<file path="config.mk">
export PLATFORM = sky130hd
export DESIGN_NAME = reset_sequencer
export DESIGN_NICKNAME = d
export VERILOG_FILES = /design/src/rtl/reset_seq_pkg.sv /design/src/rtl/reset_seq_sync.sv /design/src/rtl/reset_sequencer.sv
export SDC_FILE = /design/constraint.sdc
export NUM_CORES = 1
export LEC_CHECK = 0
export CAP_MARGIN = 30
export CORE_MARGIN = 1
export CORE_UTILIZATION = 45
export CTS_CLUSTER_SIZE = 30
export DETAILED_ROUTE_END_ITERATION = 7
export PLACE_DENSITY = 0.65
export SLEW_MARGIN = 25
export SYNTH_ARGS = -nofsm -noshare
export SYNTH_HDL_FRONTEND = slang
export SYNTH_SLANG_ARGS = --single-unit
</file>
<file path="constraint.sdc">
create_clock -name CLK -period 2.19 [get_ports CLK]
set_input_delay 0.219 -clock CLK [delete_from_list [all_inputs] [get_ports CLK]]
set_output_delay 0.219 -clock CLK [all_outputs]
set_load 0.02 [all_outputs]
</file>
<file path="src/rtl/reset_seq_pkg.sv">
// Shared types and default constants for the multi-domain reset sequencer.
// The state encoding is also exposed on the sequencer's debug state output.
package reset_seq_pkg;

    typedef enum logic [2:0] {
        WAIT_LOCK = 3'd0,
        HOLD      = 3'd1,
        RELEASE   = 3'd2,
        DONE      = 3'd3,
        SHUTDOWN  = 3'd4,
        FAULT     = 3'd5
    } seq_state_t;

    localparam int DEF_N_STAGES       = 4;
    localparam int DEF_HOLD_CYCLES    = 16;
    localparam int DEF_TIMEOUT_CYCLES = 1024;

    function automatic int max_int(input int a, input int b);
        return (a > b) ? a : b;
    endfunction

endpackage

</file>
<file path="src/rtl/reset_seq_sync.sv">
// Two-flop synchroniser for an asynchronous level input.
// Both flops clear on reset, so the synchronised level starts at 0.
module reset_seq_sync (
    input  logic clk,
    input  logic rst_n,
    input  logic d,
    output logic q
);

    logic meta;

    always_ff @(posedge clk or negedge rst_n) begin
        if (!rst_n) begin
            meta <= 1'b0;
            q    <= 1'b0;
        end else begin
            meta <= d;
            q    <= meta;
        end
    end

endmodule

</file>
<file path="src/rtl/reset_sequencer.sv">
// Multi-domain reset sequencer: holds all stage resets after PLL lock, then
// releases stages in order on their ready handshakes, with timeout and shutdown.
module reset_sequencer
    import reset_seq_pkg::*;
#(
    parameter int N_STAGES       = DEF_N_STAGES,
    parameter int HOLD_CYCLES    = DEF_HOLD_CYCLES,
    parameter int TIMEOUT_CYCLES = DEF_TIMEOUT_CYCLES,
    localparam int IDX_W         = (N_STAGES > 1) ? $clog2(N_STAGES) : 1
) (
    input  logic                CLK,
    input  logic                FABRIC_RESET_N,
    input  logic                PLL_LOCK,
    input  logic                SW_RST_REQ,
    input  logic [N_STAGES-1:0] STAGE_READY,
    output logic [N_STAGES-1:0] STAGE_RESET_N,
    output logic                SEQ_DONE,
    output logic                SEQ_FAULT,
    output logic [IDX_W-1:0]    FAULT_STAGE,
    output logic [2:0]          DBG_STATE
);

    localparam int CNT_W = $clog2(max_int(HOLD_CYCLES, TIMEOUT_CYCLES)) + 1;

    localparam logic [CNT_W-1:0] CNT_MAX      = '1;
    localparam logic [CNT_W-1:0] HOLD_LAST    = CNT_W'(HOLD_CYCLES - 1);
    localparam logic [CNT_W-1:0] TIMEOUT_LAST = CNT_W'(TIMEOUT_CYCLES - 1);
    localparam logic [IDX_W-1:0] LAST_IDX     = IDX_W'(N_STAGES - 1);

    logic lock_s;

    seq_state_t          state, state_n;
    logic [IDX_W-1:0]    idx, idx_n;
    logic [CNT_W-1:0]    cnt, cnt_n, cnt_inc;
    logic [N_STAGES-1:0] stage_rst_q, stage_rst_n;
    logic                done_q, done_n;
    logic                fault_q, fault_n;
    logic [IDX_W-1:0]    fstage_q, fstage_n;

    reset_seq_sync u_lock_sync (
        .clk   (CLK),
        .rst_n (FABRIC_RESET_N),
        .d     (PLL_LOCK),
        .q     (lock_s)
    );

    assign cnt_inc = (cnt == CNT_MAX) ? cnt : cnt + 1'b1;

    // Stage handshake: STAGE_RESET_N[i] is the request, STAGE_READY[i] the
    // acknowledge. Ready is only sampled while waiting in RELEASE for stage i;
    // once accepted, later changes on that ready line have no effect.
    always_comb begin
        state_n     = state;
        idx_n       = idx;
        cnt_n       = '0;
        stage_rst_n = stage_rst_q;
        done_n      = done_q;
        fault_n     = fault_q;
        fstage_n    = fstage_q;

        unique case (state)
            WAIT_LOCK: begin
                stage_rst_n = '0;
                done_n      = 1'b0;
                idx_n       = '0;
                if (SW_RST_REQ) begin
                    fault_n = 1'b0;
                end
                // A request with lock absent cannot make progress, so only
                // lock moves the sequence forward from here.
                if (lock_s) begin
                    state_n = HOLD;
                end
            end

            HOLD: begin
                cnt_n = cnt_inc;
                if (SW_RST_REQ) begin
                    cnt_n   = '0;
                    fault_n = 1'b0;
                end else if (cnt == HOLD_LAST) begin
                    state_n        = RELEASE;
                    idx_n          = '0;
                    cnt_n          = '0;
                    stage_rst_n    = '0;
                    stage_rst_n[0] = 1'b1;
                end
            end

            RELEASE: begin
                cnt_n = cnt_inc;
                if (SW_RST_REQ) begin
                    state_n     = HOLD;
                    idx_n       = '0;
                    cnt_n       = '0;
                    stage_rst_n = '0;
                    fault_n     = 1'b0;
                end else if (STAGE_READY[idx]) begin
                    cnt_n = '0;
                    if (idx == LAST_IDX) begin
                        state_n = DONE;
                        done_n  = 1'b1;
                    end else begin
                        idx_n              = idx + 1'b1;
                        stage_rst_n[idx_n] = 1'b1;
                    end
                end else if (cnt == TIMEOUT_LAST) begin
                    state_n     = FAULT;
                    cnt_n       = '0;
                    stage_rst_n = '0;
                    fault_n     = 1'b1;
                    fstage_n    = idx;
                end
            end

            DONE: begin
                if (SW_RST_REQ) begin
                    state_n               = SHUTDOWN;
                    done_n                = 1'b0;
                    idx_n                 = LAST_IDX;
                    stage_rst_n[LAST_IDX] = 1'b0;
                end
            end

            // idx names the stage cleared on the previous edge; walk down to 0.
            SHUTDOWN: begin
                if (idx == '0) begin
                    state_n = HOLD;
                end else begin
                    idx_n              = idx - 1'b1;
                    stage_rst_n[idx_n] = 1'b0;
                end
            end

            FAULT: begin
                stage_rst_n = '0;
                if (SW_RST_REQ) begin
                    state_n = HOLD;
                    idx_n   = '0;
                    fault_n = 1'b0;
                end
            end

            default: begin
                state_n     = WAIT_LOCK;
                stage_rst_n = '0;
                done_n      = 1'b0;
                idx_n       = '0;
            end
        endcase

        // Lock loss beats every other condition; fault status survives it.
        if ((state != WAIT_LOCK) && !lock_s) begin
            state_n     = WAIT_LOCK;
            idx_n       = '0;
            cnt_n       = '0;
            stage_rst_n = '0;
            done_n      = 1'b0;
            fault_n     = fault_q;
            fstage_n    = fstage_q;
        end
    end

    always_ff @(posedge CLK or negedge FABRIC_RESET_N) begin
        if (!FABRIC_RESET_N) begin
            state       <= WAIT_LOCK;
            idx         <= '0;
            cnt         <= '0;
            stage_rst_q <= '0;
            done_q      <= 1'b0;
            fault_q     <= 1'b0;
            fstage_q    <= '0;
        end else begin
            state       <= state_n;
            idx         <= idx_n;
            cnt         <= cnt_n;
            stage_rst_q <= stage_rst_n;
            done_q      <= done_n;
            fault_q     <= fault_n;
            fstage_q    <= fstage_n;
        end
    end

    assign STAGE_RESET_N = stage_rst_q;
    assign SEQ_DONE      = done_q;
    assign SEQ_FAULT     = fault_q;
    assign FAULT_STAGE   = fstage_q;
    assign DBG_STATE     = state;

endmodule
</file>
; Word level (Yosys, flattened, before mapping)
; Index checks and enable logic that the tools add are counted.
[totals]
register_bits = 26
latchBits = 0
ram_bits = 0
romBits = 0
inputBits = 8
out_inout_bits = 11
elab_cells = 126
mem_count = 0
[op_classes]
add_sub_neg = 3
n_mul = 0
div_mod_pow = 0
order_cmp = 5
n_eq_ne = 29
shift = 0
mux = 56
n_bitwise = 6
reduce_logical = 17
[ops]
columns = op, n
row1 = 11-bit 2-to-1 mux, 7
row2 = 3-bit 2-to-1 mux, 11
row3 = "3-bit inequality test, second input constant", 11
row4 = 4-bit 2-to-1 mux, 8
row5 = 11-bit one-hot mux with 2 select lines, 1
row6 = 2-bit 2-to-1 mux, 9
row7 = 3-bit one-hot mux with 6 select lines, 1
row8 = "5-bit inequality test, second input constant", 3
row9 = 5-bit AND reduction, 3
row10 = 3-bit one-hot mux with 4 select lines, 1
row11 = 6-bit AND reduction, 2
row12 = "11-bit by 1-bit adder with 11-bit output, second input constant", 1
row13 = "11-bit by 10-bit equality test with 1-bit output, second input constant", 1
row14 = "11-bit equality test, second input constant", 1
row15 = "11-bit by 4-bit equality test with 1-bit output, second input constant", 1
row16 = 1-bit 2-to-1 mux, 11
row17 = 2-bit one-hot mux with 5 select lines, 1
row18 = "2-bit by 3-bit < comparator with 1-bit output, second input constant", 3
row19 = "4-bit inequality test, second input constant", 2
row20 = 8-bit AND reduction, 1
row21 = 7-bit AND reduction, 1
row22 = "3-bit by 2-bit equality test with 1-bit output, second input constant", 2
row23 = "3-bit equality test, second input constant", 2
row24 = 3-bit OR reduction, 2
row25 = 23 further kinds, 30

; Logic depth before layout (Yosys ltp)
; Gate-level depths: netlist (run 1).
[depth]
word_depth = 11
depth_mapped = 7
ltp_nobuf = 7

; Hierarchy
; A second synthesis (run 1) with hierarchy kept.
[hier_totals]
cells_unflattened = 199
area_unflattened_um2 = 1826.8
[modules_own_cells]
columns = mod, instances, cells_each, area_per_inst_um2, seq_area_each_um2
row1 = reset_sequencer, 1, 197, 1776.7, 600.6
row2 = reset_seq_sync, 1, 2, 50.0, 50.0

; Worst setup path before layout (run 1)
; OpenSTA, ideal clock, no wires.
[synth_path]
kind = reg2reg
from = reg state[1] (netlist: DBG_STATE[1])
to = reg state[0] (netlist: DBG_STATE[0])
setup_ns = 0.125
arrival_time_ns = 2.060
t_required_ns = 2.065
setup_slack_ns = 0.006
stages_incl_launch_ff = 7
n_path_buf = 1
period_less_slack_ns = 2.184
path_cell_list = dfrtp_1 > clkbuf_2 > nand2_1 > nor4_1 > or3b_2 > o2111ai_2 > mux2_2
[synth_via]
elab_chain_len = 4
elab_cells_between_ends = 19
cone_classes = 13 x eq/ne / 2 x mux / 4 x reduce/logical
[synth_rtl]
columns = element, line
row1 = "start, declared", reset_sequencer.sv:32  ; seq_state_t state, state_n;
row2 = "start signal, assigned", reset_sequencer.sv:174  ; state <= state_n;
row3 = 3-bit nonzero test, reset_sequencer.sv:153  ; if ((state != WAIT_LOCK) && !lock_s) begin
row4 = 1-bit logical AND, reset_sequencer.sv:153
row5 = 5-bit inequality test (no source line) (tied with other cells), n/a
row6 = 8-bit AND reduction (no source line), n/a
; Parallel ways exist; a longest one is shown, timed or not.
; A chain may end at the register's enable or synchronous reset.

; Final worst setup path (run 1)
[layout_path]
from = reg cnt[9]
to = reg state[1] (netlist: DBG_STATE[1])
[layout_via]
elab_chain_len = 3
elab_cells_between_ends = 5
cone_classes = 4 x eq/ne / 1 x reduce/logical
[layout_rtl]
columns = element, line
row1 = "start, declared", reset_sequencer.sv:34  ; logic [CNT_W-1:0] cnt, cnt_n, cnt_inc;
row2 = "start signal, assigned", reset_sequencer.sv:176  ; cnt <= cnt_n;
row3 = 11-bit by 10-bit equality test with 1-bit output / 11-bit by 4-bit equality test with 1-bit output (equally long branches), "reset_sequencer.sv:107, reset_sequencer.sv:81"
row4 = 5-bit inequality test (no source line) / 3-bit inequality test (equally long branches), n/a
row5 = 8-bit AND reduction (no source line) *, n/a
; Every way passes the cells marked *; elsewhere a longest branch is shown, timed or not.

==> load_flow_metrics.sql, run 1 <==
INSERT INTO impl_metrics (metric_group, metric, value, unit) VALUES
('run_status', 'run_status', 'finished, violations left', ''),
('run_status', 'failed_checks', 'negative setup slack', ''),
('detailed_routing', 'via_count', '1723', ''),
('die', 'area_inside_the_core_boundary', '3740', 'µm²'),
('yosys', 'synth_seq_area_share', '0.361', ''),
('detailed_routing', 'route.detailed.drc', '0', ''),
('yosys', 'synth.ff_latch_count', '26', ''),
('grt', 'grt_use_met1', '0.318', ''),
('sta', 'report.final.setup_viol', '2', ''),
('sta', 'slew_of_the_pin_with_the_lowest_slew_margin', '0.467', 'ns'),
('pwr', 'fraction_of_power_consumed_by_sequential_logic', '0.297', ''),
('sta', 'timing.clock.skew', '0.00387', 'ns'),
('sta', 'max_freq', '456', 'MHz'),
('placement', 'gpl.final_weighted_congestion', '0.888', ''),
('detailed_routing', 'post_drt_via_cell_ratio', '5.90', ''),
('detailed_routing', 'initialDrtViolationCount', '104', ''),
('die', 'die_y', '65.3', 'µm'),
('finish', 'nets', '262', ''),
('yosys', 'synthesized_netlist_net_count', '215', ''),
('detailed_routing', 'first_pass_iters', '4', ''),
('die', 'die-area', '4260', 'µm²'),
('yosys', 'postSynthAreaPerCell', '9.09', 'µm²'),
('finish', 'layout_commonest_cell', 'sky130_fd_sc_hd__buf_4', ''),
('clocking', 'cts_num_sinks', '26', ''),
('sta', 'worst_slew_margin_rel', '0.686', ''),
('finish', 'fillerInstances', '340', ''),
('yosys', 'synth_edf_count', '0', ''),
('sta', 'slew_violations', '0', ''),
('grt', 'use_met2', '0.381', ''),
('detailed_routing', 'wl_per_cell', '15.5', 'µm'),
('grt', 'grt_pass1_wl', '7510', 'µm'),
('yosys', 'async_flop_share', '1.00', ''),
('finish', 'layout_common_cells', 'sky130_fd_sc_hd__buf_4 (32), sky130_fd_sc_hd__dfrtp_1 (25), sky130_fd_sc_hd__clkdlybuf4s50_1 (18)', ''),
('yosys', 'yosys.cell_types.count', '50', ''),
('critical_path', 'timing.critical_path.required', '2.36', 'ns'),
('die', 'placement_rows', '22', ''),
('pwr', 'logic_gate_share_of_total_power', '0.501', ''),
('sta', 'hold_slack', '0.303', 'ns'),
('pwr', 'power_report.internal_total', '1250', 'µW'),
('grt', 'number_of_antenna_violations_at_the_first_check_in_global_routing', '0', ''),
('clocking', 'tritoncts', 'built', ''),
('pwr', 'static-leakage-power', '0.000974', 'µW'),
('grt', 'busiest_layer', 'met2', ''),
('critical_path', 'worst-path-max-fanout', '5', ''),
('grt', 'largest_net_degree_at_the_start_of_global_routing', '27', ''),
('clocking', 'clk_root_buffer_cell', 'sky130_fd_sc_hd__clkbuf_8', ''),
('grt', 'globalRouteMet3Util', '0.0278', ''),
('sta', 'grt_setup_unrepaired', 'true', ''),
('finish', 'share_of_layout_cells_above_drive_strength_1', '0.221', ''),
('die', 'num_io_pins', '19', ''),
('sta', 'finalWorstSetupSlack', '-0.00450', 'ns'),
('critical_path', 'critPathArrivalTime', '2.36', 'ns'),
('critical_path', 'worst-setup-path-type', 'reg -> reg', ''),
('detailed_routing', 'drt_wl_total', '4530', 'µm'),
('yosys', 'yosys.area.top_type_share', '0.361', ''),
('run', 'maxCapViolCount', '0', ''),
('clocking', 'worstSkewPairLatency', '0.28', 'ns'),
('grt', 'gr-usage-all-layers', '0.229', ''),
('hold_path', 'timing.hold.worst.class', 'in -> async', ''),
('critical_path', 'worstSetupStartpointType', 'register', ''),
('pwr', 'clock_network_fraction_of_total_power', '0.202', ''),
('sta', 'hold_violations', '0', ''),
('pwr', 'power_switching', '758', 'µW'),
('sta', 'fin_tns_setup', '-0.00849', 'ns'),
('critical_path', 'critPathCaptureType', 'register', ''),
('die', 'floorplan.initialDensity', '0.481', ''),
('yosys', 'yosys_most_used_dff', 'sky130_fd_sc_hd__dfrtp_1', ''),
('clocking', 'clkSlewWorstSetupHoldPaths', '0.09', 'ns'),
('grt', 'first_global_vias', '1616', ''),
('grt', 'global_route.overflow_total', '0', ''),
('finish', 'num_antenna_cells', '0', '');
## cell type report
class,instances,area (µm²),area share
flip-flops and latches,26,652,0.275
repair buffers,50,420,0.178
multi-input cells,158,1140,0.482
inverters,6,22.5,0.00951
well taps,48,60.1,0.0254
clock buffers,3,41.3,0.0174
clock inverters,1,30.0,0.0127
## power by group through the flow
stage	Sequential [µW]	Clock, µW	Combinational, µW
floorplan	661	0	545
finish	597	406	1010
global route	605	428	1090
detailed placement	605	0	940
CTS	597	415	982
global placement	603	0	924
## worst max-delay path, cell delays in order (launching register included)
cell,delay [ns]
sky130_fd_sc_hd__dfrtp_1,0.39
sky130_fd_sc_hd__or4_1,0.53
sky130_fd_sc_hd__or4_4,0.45
sky130_fd_sc_hd__o21ai_4,0.24
sky130_fd_sc_hd__o2111ai_4,0.17
sky130_fd_sc_hd__mux2_2,0.30
## routing by layer
metal,part of all wire,vias to the layer above,wire (µm)
met4,0.0057,0,26
li1,-,825,-
met2,0.47,63,2120
met5,0,-,0
met1,0.46,831,2100
met3,0.063,4,286
## synthesized netlist by cell type, types with 2 or more instances
| library cell | instances |
|---|---|
| sky130_fd_sc_hd__a211oi_1 | 3 |
| sky130_fd_sc_hd__a21o_1 | 2 |
| sky130_fd_sc_hd__a21oi_1 | 10 |
| sky130_fd_sc_hd__a22o_1 | 2 |
| sky130_fd_sc_hd__a31oi_1 | 6 |
| sky130_fd_sc_hd__a32o_1 | 2 |
| sky130_fd_sc_hd__and2_1 | 2 |
| sky130_fd_sc_hd__buf_2 | 2 |
| sky130_fd_sc_hd__clkbuf_1 | 5 |
| sky130_fd_sc_hd__dfrtp_1 | 26 |
| sky130_fd_sc_hd__ha_1 | 9 |
| sky130_fd_sc_hd__inv_1 | 6 |
| sky130_fd_sc_hd__mux2_2 | 4 |
| sky130_fd_sc_hd__mux2i_1 | 6 |
| sky130_fd_sc_hd__nand2_1 | 14 |
| sky130_fd_sc_hd__nand2b_1 | 9 |
| sky130_fd_sc_hd__nand3_1 | 7 |
| sky130_fd_sc_hd__nand3b_1 | 2 |
| sky130_fd_sc_hd__nand4b_1 | 2 |
| sky130_fd_sc_hd__nor2_1 | 16 |
| sky130_fd_sc_hd__nor2b_1 | 9 |
| sky130_fd_sc_hd__nor3_1 | 5 |
| sky130_fd_sc_hd__nor4_1 | 4 |
| sky130_fd_sc_hd__nor4b_1 | 2 |
| sky130_fd_sc_hd__o2111ai_1 | 2 |
| sky130_fd_sc_hd__o21ai_0 | 13 |
| sky130_fd_sc_hd__or3_1 | 2 |
| sky130_fd_sc_hd__or4_1 | 2 |
| sky130_fd_sc_hd__xnor2_1 | 3 |
## sequential cells by signal (all words and copies together), names as in the netlist
name              flops
DBG_STATE             3
FAULT_STAGE           2
SEQ_DONE              1
SEQ_FAULT             1
STAGE_RESET_N         4
cnt                  11
idx                   2
u_lock_sync.meta      1
u_lock_sync.q         1
## repair_timing
action / CTS / global route
resized for setup: 5 / 4
buffers inserted: 0 / 6
setup endpoints to repair: 15 / 20
pin swaps: 5 / 4
## final timing paths
check,start,to,cells after the start
min in group CLK,u_lock_sync.meta,u_lock_sync.q,0
max,cnt[9],DBG_STATE[1],5
min,FABRIC_RESET_N,DBG_STATE[0],2
max in group asynchronous,FABRIC_RESET_N,idx[0],2
max reg2reg,cnt[9],DBG_STATE[1],5
min reg2reg,u_lock_sync.meta,u_lock_sync.q,0
## through the flow
step / instance area [µm²] / cells / setup slack (ns) / utilization
floorplan: 1800 / 198 / 0.00565 / -
global placement: 2200 / 282 / -0.135 / 0.588
detailed placement: 2200 / 282 / -0.243 / 0.588
CTS: 2310 / 286 / -0.0315 / 0.616
global route: 2370 / 292 / -0.0683 / 0.632
finish: 2370 / 292 / -0.00450 / 0.632
## cells by family (layout without fill, tap and decap cells)
| kind of cell | Yosys count | after routing | share of synthesized area |
|---|---|---|---|
| compound gates | 52 | 52 | 0.205 |
| xor+xnor | 4 | 4 | 0.0195 |
| fa+ha+maj | 9 | 9 | 0.0625 |
| buf+inv | 14 | 60 | 0.0313 |
| flops | 26 | 26 | 0.361 |
| mux | 11 | 11 | 0.0709 |
| simple gates | 82 | 82 | 0.249 |
Note: power is estimated with default switching activity, not from simulation.
==> run 2: changes to the inputs <==
--- a/config.mk
+++ b/config.mk
@@ -8,6 +8,7 @@
 export CAP_MARGIN = 30
 export CORE_MARGIN = 1
 export CORE_UTILIZATION = 45
+export CTS_BUF_LIST = sky130_fd_sc_hd__clkbuf_2 sky130_fd_sc_hd__clkbuf_4 sky130_fd_sc_hd__clkbuf_8
 export CTS_CLUSTER_SIZE = 30
 export DETAILED_ROUTE_END_ITERATION = 7
 export PLACE_DENSITY = 0.65
==> results of run 2 <==
No change in the layout: final DEF, timing and power equal those of run 1.
==> run 3: changes to the inputs <==
--- a/config.mk
+++ b/config.mk
@@ -7,11 +7,11 @@
 export LEC_CHECK = 0
 export CAP_MARGIN = 30
 export CORE_MARGIN = 1
-export CORE_UTILIZATION = 45
+export CORE_UTILIZATION = 53
 export CTS_BUF_LIST = sky130_fd_sc_hd__clkbuf_2 sky130_fd_sc_hd__clkbuf_4 sky130_fd_sc_hd__clkbuf_8
 export CTS_CLUSTER_SIZE = 30
 export DETAILED_ROUTE_END_ITERATION = 7
-export PLACE_DENSITY = 0.65
+export PLACE_DENSITY = 0.75
 export SLEW_MARGIN = 25
 export SYNTH_ARGS = -nofsm -noshare
 export SYNTH_HDL_FRONTEND = slang
==> run 3 against run 2 <==
The flow still finishes with violations (negative setup slack). Clock power fell by 17%. Fmax rose by 0.11%. Worst setup slack improved by 0.0024 ns. Combinational power rose by 6%. Count of clock-buffer cells in the layout did not move. First-iteration DRC count rose by 62%. Cell count fell by 3.1%. Worst hold slack got worse by 0.082 ns. Die area fell by 15%. Register-to-register slack barely moved. Via count rose by 3.7%. Highest routed layer unchanged.
==> load_flow_metrics.sql, run 3 (synthesized netlist as in run 1, its figures left out) <==
INSERT INTO impl_metrics (metric_group, metric, value, unit) VALUES
('grt', 'gr-usage-all-layers', '0.290', ''),
('grt', 'globalRouteMet3Util', '0.0325', ''),
('die', 'die-area', '3630', 'µm²'),
('critical_path', 'cpMaxStageDelayCell', 'sky130_fd_sc_hd__or4_1', ''),
('pwr', 'static-leakage-power', '0.000941', 'µW'),
('sta', 'finalWorstSetupSlack', '-0.00209', 'ns'),
('pwr', 'fin_total_pwr', '2010', 'µW'),
('clocking', 'worstSkewPairLatency', '0.34', 'ns'),
('sta', 'final.period_utilization', '1.00', ''),
('critical_path', 'timing.reg2reg.setup_slack', '-0.002', 'ns'),
('die', 'num_io_pins', '19', ''),
('sta', 'slew_of_the_pin_with_the_lowest_slew_margin', '0.547', 'ns'),
('detailed_routing', 'route.detailed.drc', '0', ''),
('finish', 'share_of_layout_cells_above_drive_strength_1', '0.234', ''),
('grt', 'first_global_vias', '1643', ''),
('critical_path', 'timing.critical_path.required', '2.42', 'ns'),
('critical_path', 'critical_path_depth', '5', ''),
('sta', 'report.final.setup_viol', '1', ''),
('critical_path', 'slowest_delay', '0.53', 'ns'),
('finish', 'fillerInstances', '237', ''),
('finish', 'largest-register', 'cnt', ''),
('detailed_routing', 'via_count', '1787', ''),
('die', 'area_inside_the_core_boundary', '3130', 'µm²'),
('sta', 'hold_violations', '0', ''),
('finish', 'nets', '257', ''),
('pwr', 'worst_ir_drop_vdd', '0.433', 'mV'),
('finish', 'final_core_util', '0.754', ''),
('run_status', 'failed_checks', 'negative setup slack', ''),
('critical_path', 'critical_path.cell_chain', 'or4_1 > or4_4 > o21ai_4 > o2111ai_4 > mux2_2', ''),
('die', 'die_y', '60.3', 'µm'),
('run_status', 'run_status', 'finished, violations left', ''),
('critical_path', 'worst-setup-path-type', 'reg -> reg', ''),
('sta', 'slew_violations', '0', ''),
('grt', 'grt_use_met1', '0.388', ''),
('sta', 'hold_slack', '0.221', 'ns'),
('critical_path', 'cpLargestDelayFamily', 'simple AND/OR/NAND/NOR gates', ''),
('clocking', 'clkSlewWorstSetupHoldPaths', '0.15', 'ns'),
('critical_path', 'worstPathBufferInverterCount', '0', ''),
('die', 'placement_rows', '20', ''),
('clocking', 'cts_num_sinks', '26', ''),
('detailed_routing', 'post_drt_via_cell_ratio', '6.31', ''),
('die', 'width_of_the_chip', '60.3', 'µm'),
('finish', 'num_antenna_cells', '0', ''),
('detailed_routing', 'number_of_nets_with_antenna_violations_after_detailed_routing', '0', ''),
('die', 'floorplan.initialDensity', '0.576', ''),
('critical_path', 'worstSetupStartpointType', 'register', ''),
('clocking', 'htree_num_levels', '1', ''),
('finish', 'syn2layout_area_growth', '30.9', '%'),
('clocking', 'tritoncts', 'built', ''),
('critical_path', 'worst-path-max-fanout', '3', ''),
('finish', 'layout_commonest_cell', 'sky130_fd_sc_hd__buf_4', ''),
('hold_path', 'timing.hold.worst.class', 'in -> async', ''),
('run', 'maxCapViolCount', '0', ''),
('detailed_routing', 'initialDrtViolationCount', '168', ''),
('sta', 'grt_setup_unrepaired', 'true', ''),
('detailed_routing', 'first_pass_iters', '5', ''),
('grt', 'global_route.overflow_total', '0', ''),
('grt', 'grt_pass1_wl', '7720', 'µm'),
('sta', 'max_freq', '456', 'MHz'),
('clocking', 'inserted_clock_buffers', '3', ''),
('critical_path', 'worst-r2r-cell-count', '5', ''),
('finish', 'layout_common_cells', 'sky130_fd_sc_hd__buf_4 (26), sky130_fd_sc_hd__dfrtp_1 (24), sky130_fd_sc_hd__clkdlybuf4s50_1 (18)', ''),
('sta', 'timing.clock.skew', '0.0131', 'ns'),
('clocking', 'clk_path_buf_depth', '2', ''),
('pwr', 'power_density', '853', 'nW/µm²'),
('sta', 'worst_slew_margin_rel', '0.634', ''),
('placement', 'gpl.final_weighted_congestion', '0.849', ''),
('finish', 'final-seq-area', '653', 'µm²'),
('grt', 'use_met2', '0.468', ''),
('clocking', 'postCtsHoldBufs', '0', ''),
('detailed_routing', 'drt_wl_total', '5000', 'µm'),
('sta', 'finalCriticalPeriod', '2.19', 'ns'),
('critical_path', 'critPathArrivalTime', '2.42', 'ns'),
('grt', 'number_of_antenna_violations_at_the_first_check_in_global_routing', '0', ''),
('clocking', 'clk_root_buffer_cell', 'sky130_fd_sc_hd__clkbuf_4', ''),
('finish', 'largest_register_ffs', '11', ''),
('placement', 'dp_hpwl', '3430', 'µm'),
('grt', 'largest_net_degree_at_the_start_of_global_routing', '27', ''),
('finish', 'multi_input_comb_area', '1190', 'µm²'),
('detailed_routing', 'wl_per_cell', '17.7', 'µm'),
('grt', 'busiest_layer', 'met2', ''),
('placement', 'port-buffer-count', '18', ''),
('critical_path', 'critPathCaptureType', 'register', '');
-- run 3: changes by cell type in the layout (fill, tap and decap cells not counted), moves of 2 or more --
cell / previous run / this run
sky130_fd_sc_hd__clkbuf_4: 0 / 3
sky130_fd_sc_hd__clkbuf_8: 3 / 0
sky130_fd_sc_hd__buf_4: 32 / 26
sky130_fd_sc_hd__nor3_1: 5 / 3
sky130_fd_sc_hd__nor3_2: 0 / 2
-- run 3: repair_timing --
item                                    CTS  global route
setup buffers                             3             3
endpoints found under the setup margin   18            19
endpoints found under the hold margin     0             0
cloned                                    0             0
pin swaps                                 4             3
gates resized for setup                   5            15
-- run 3: final timing paths --
kind	end	from
worst max-delay path	DBG_STATE[1]	cnt[9]
worst max register to register	DBG_STATE[1]	cnt[9]
max in group asynchronous	idx[1]	FABRIC_RESET_N
min in group CLK	u_lock_sync.meta	PLL_LOCK
worst min-delay path	DBG_STATE[0]	FABRIC_RESET_N
worst min register to register	u_lock_sync.q	u_lock_sync.meta
-- run 3: cell type report --
cell class / count / share of cell area
inverter: 6 / 0.00955
tap: 44 / 0.0234
clock buffer: 3 / 0.00955
clock inverter: 1 / 0.0127
timing repair buffer: 45 / 0.164
sequential: 26 / 0.277
multi-input combinational: 158 / 0.504
-- run 3: where the power goes --
group	internal [µW]	switching (µW)	total, µW
Clock	185	151	336
Sequential	541	62.7	604
Combinational	481	590	1070
Total	1210	803	2010
-- run 3: layer usage --
layer	part of all wire	vias to the layer above
met1	0.43	875
met2	0.48	80
met5	0	-
met3	0.050	20
met4	0.033	0
li1	-	812
-- run 3: metrics by stage --
step | cells | area (µm²) | TNS [ns] | setup slack (ns)
after floorplan | 198 | 1800 | 0 | 0.00565
after global placement | 273 | 2160 | -1.03 | -0.0972
after detailed placement | 273 | 2160 | -2.23 | -0.211
after CTS | 280 | 2260 | -0.0267 | -0.0107
after global routing | 283 | 2360 | -0.172 | -0.0512
final | 283 | 2360 | -0.00209 | -0.00209
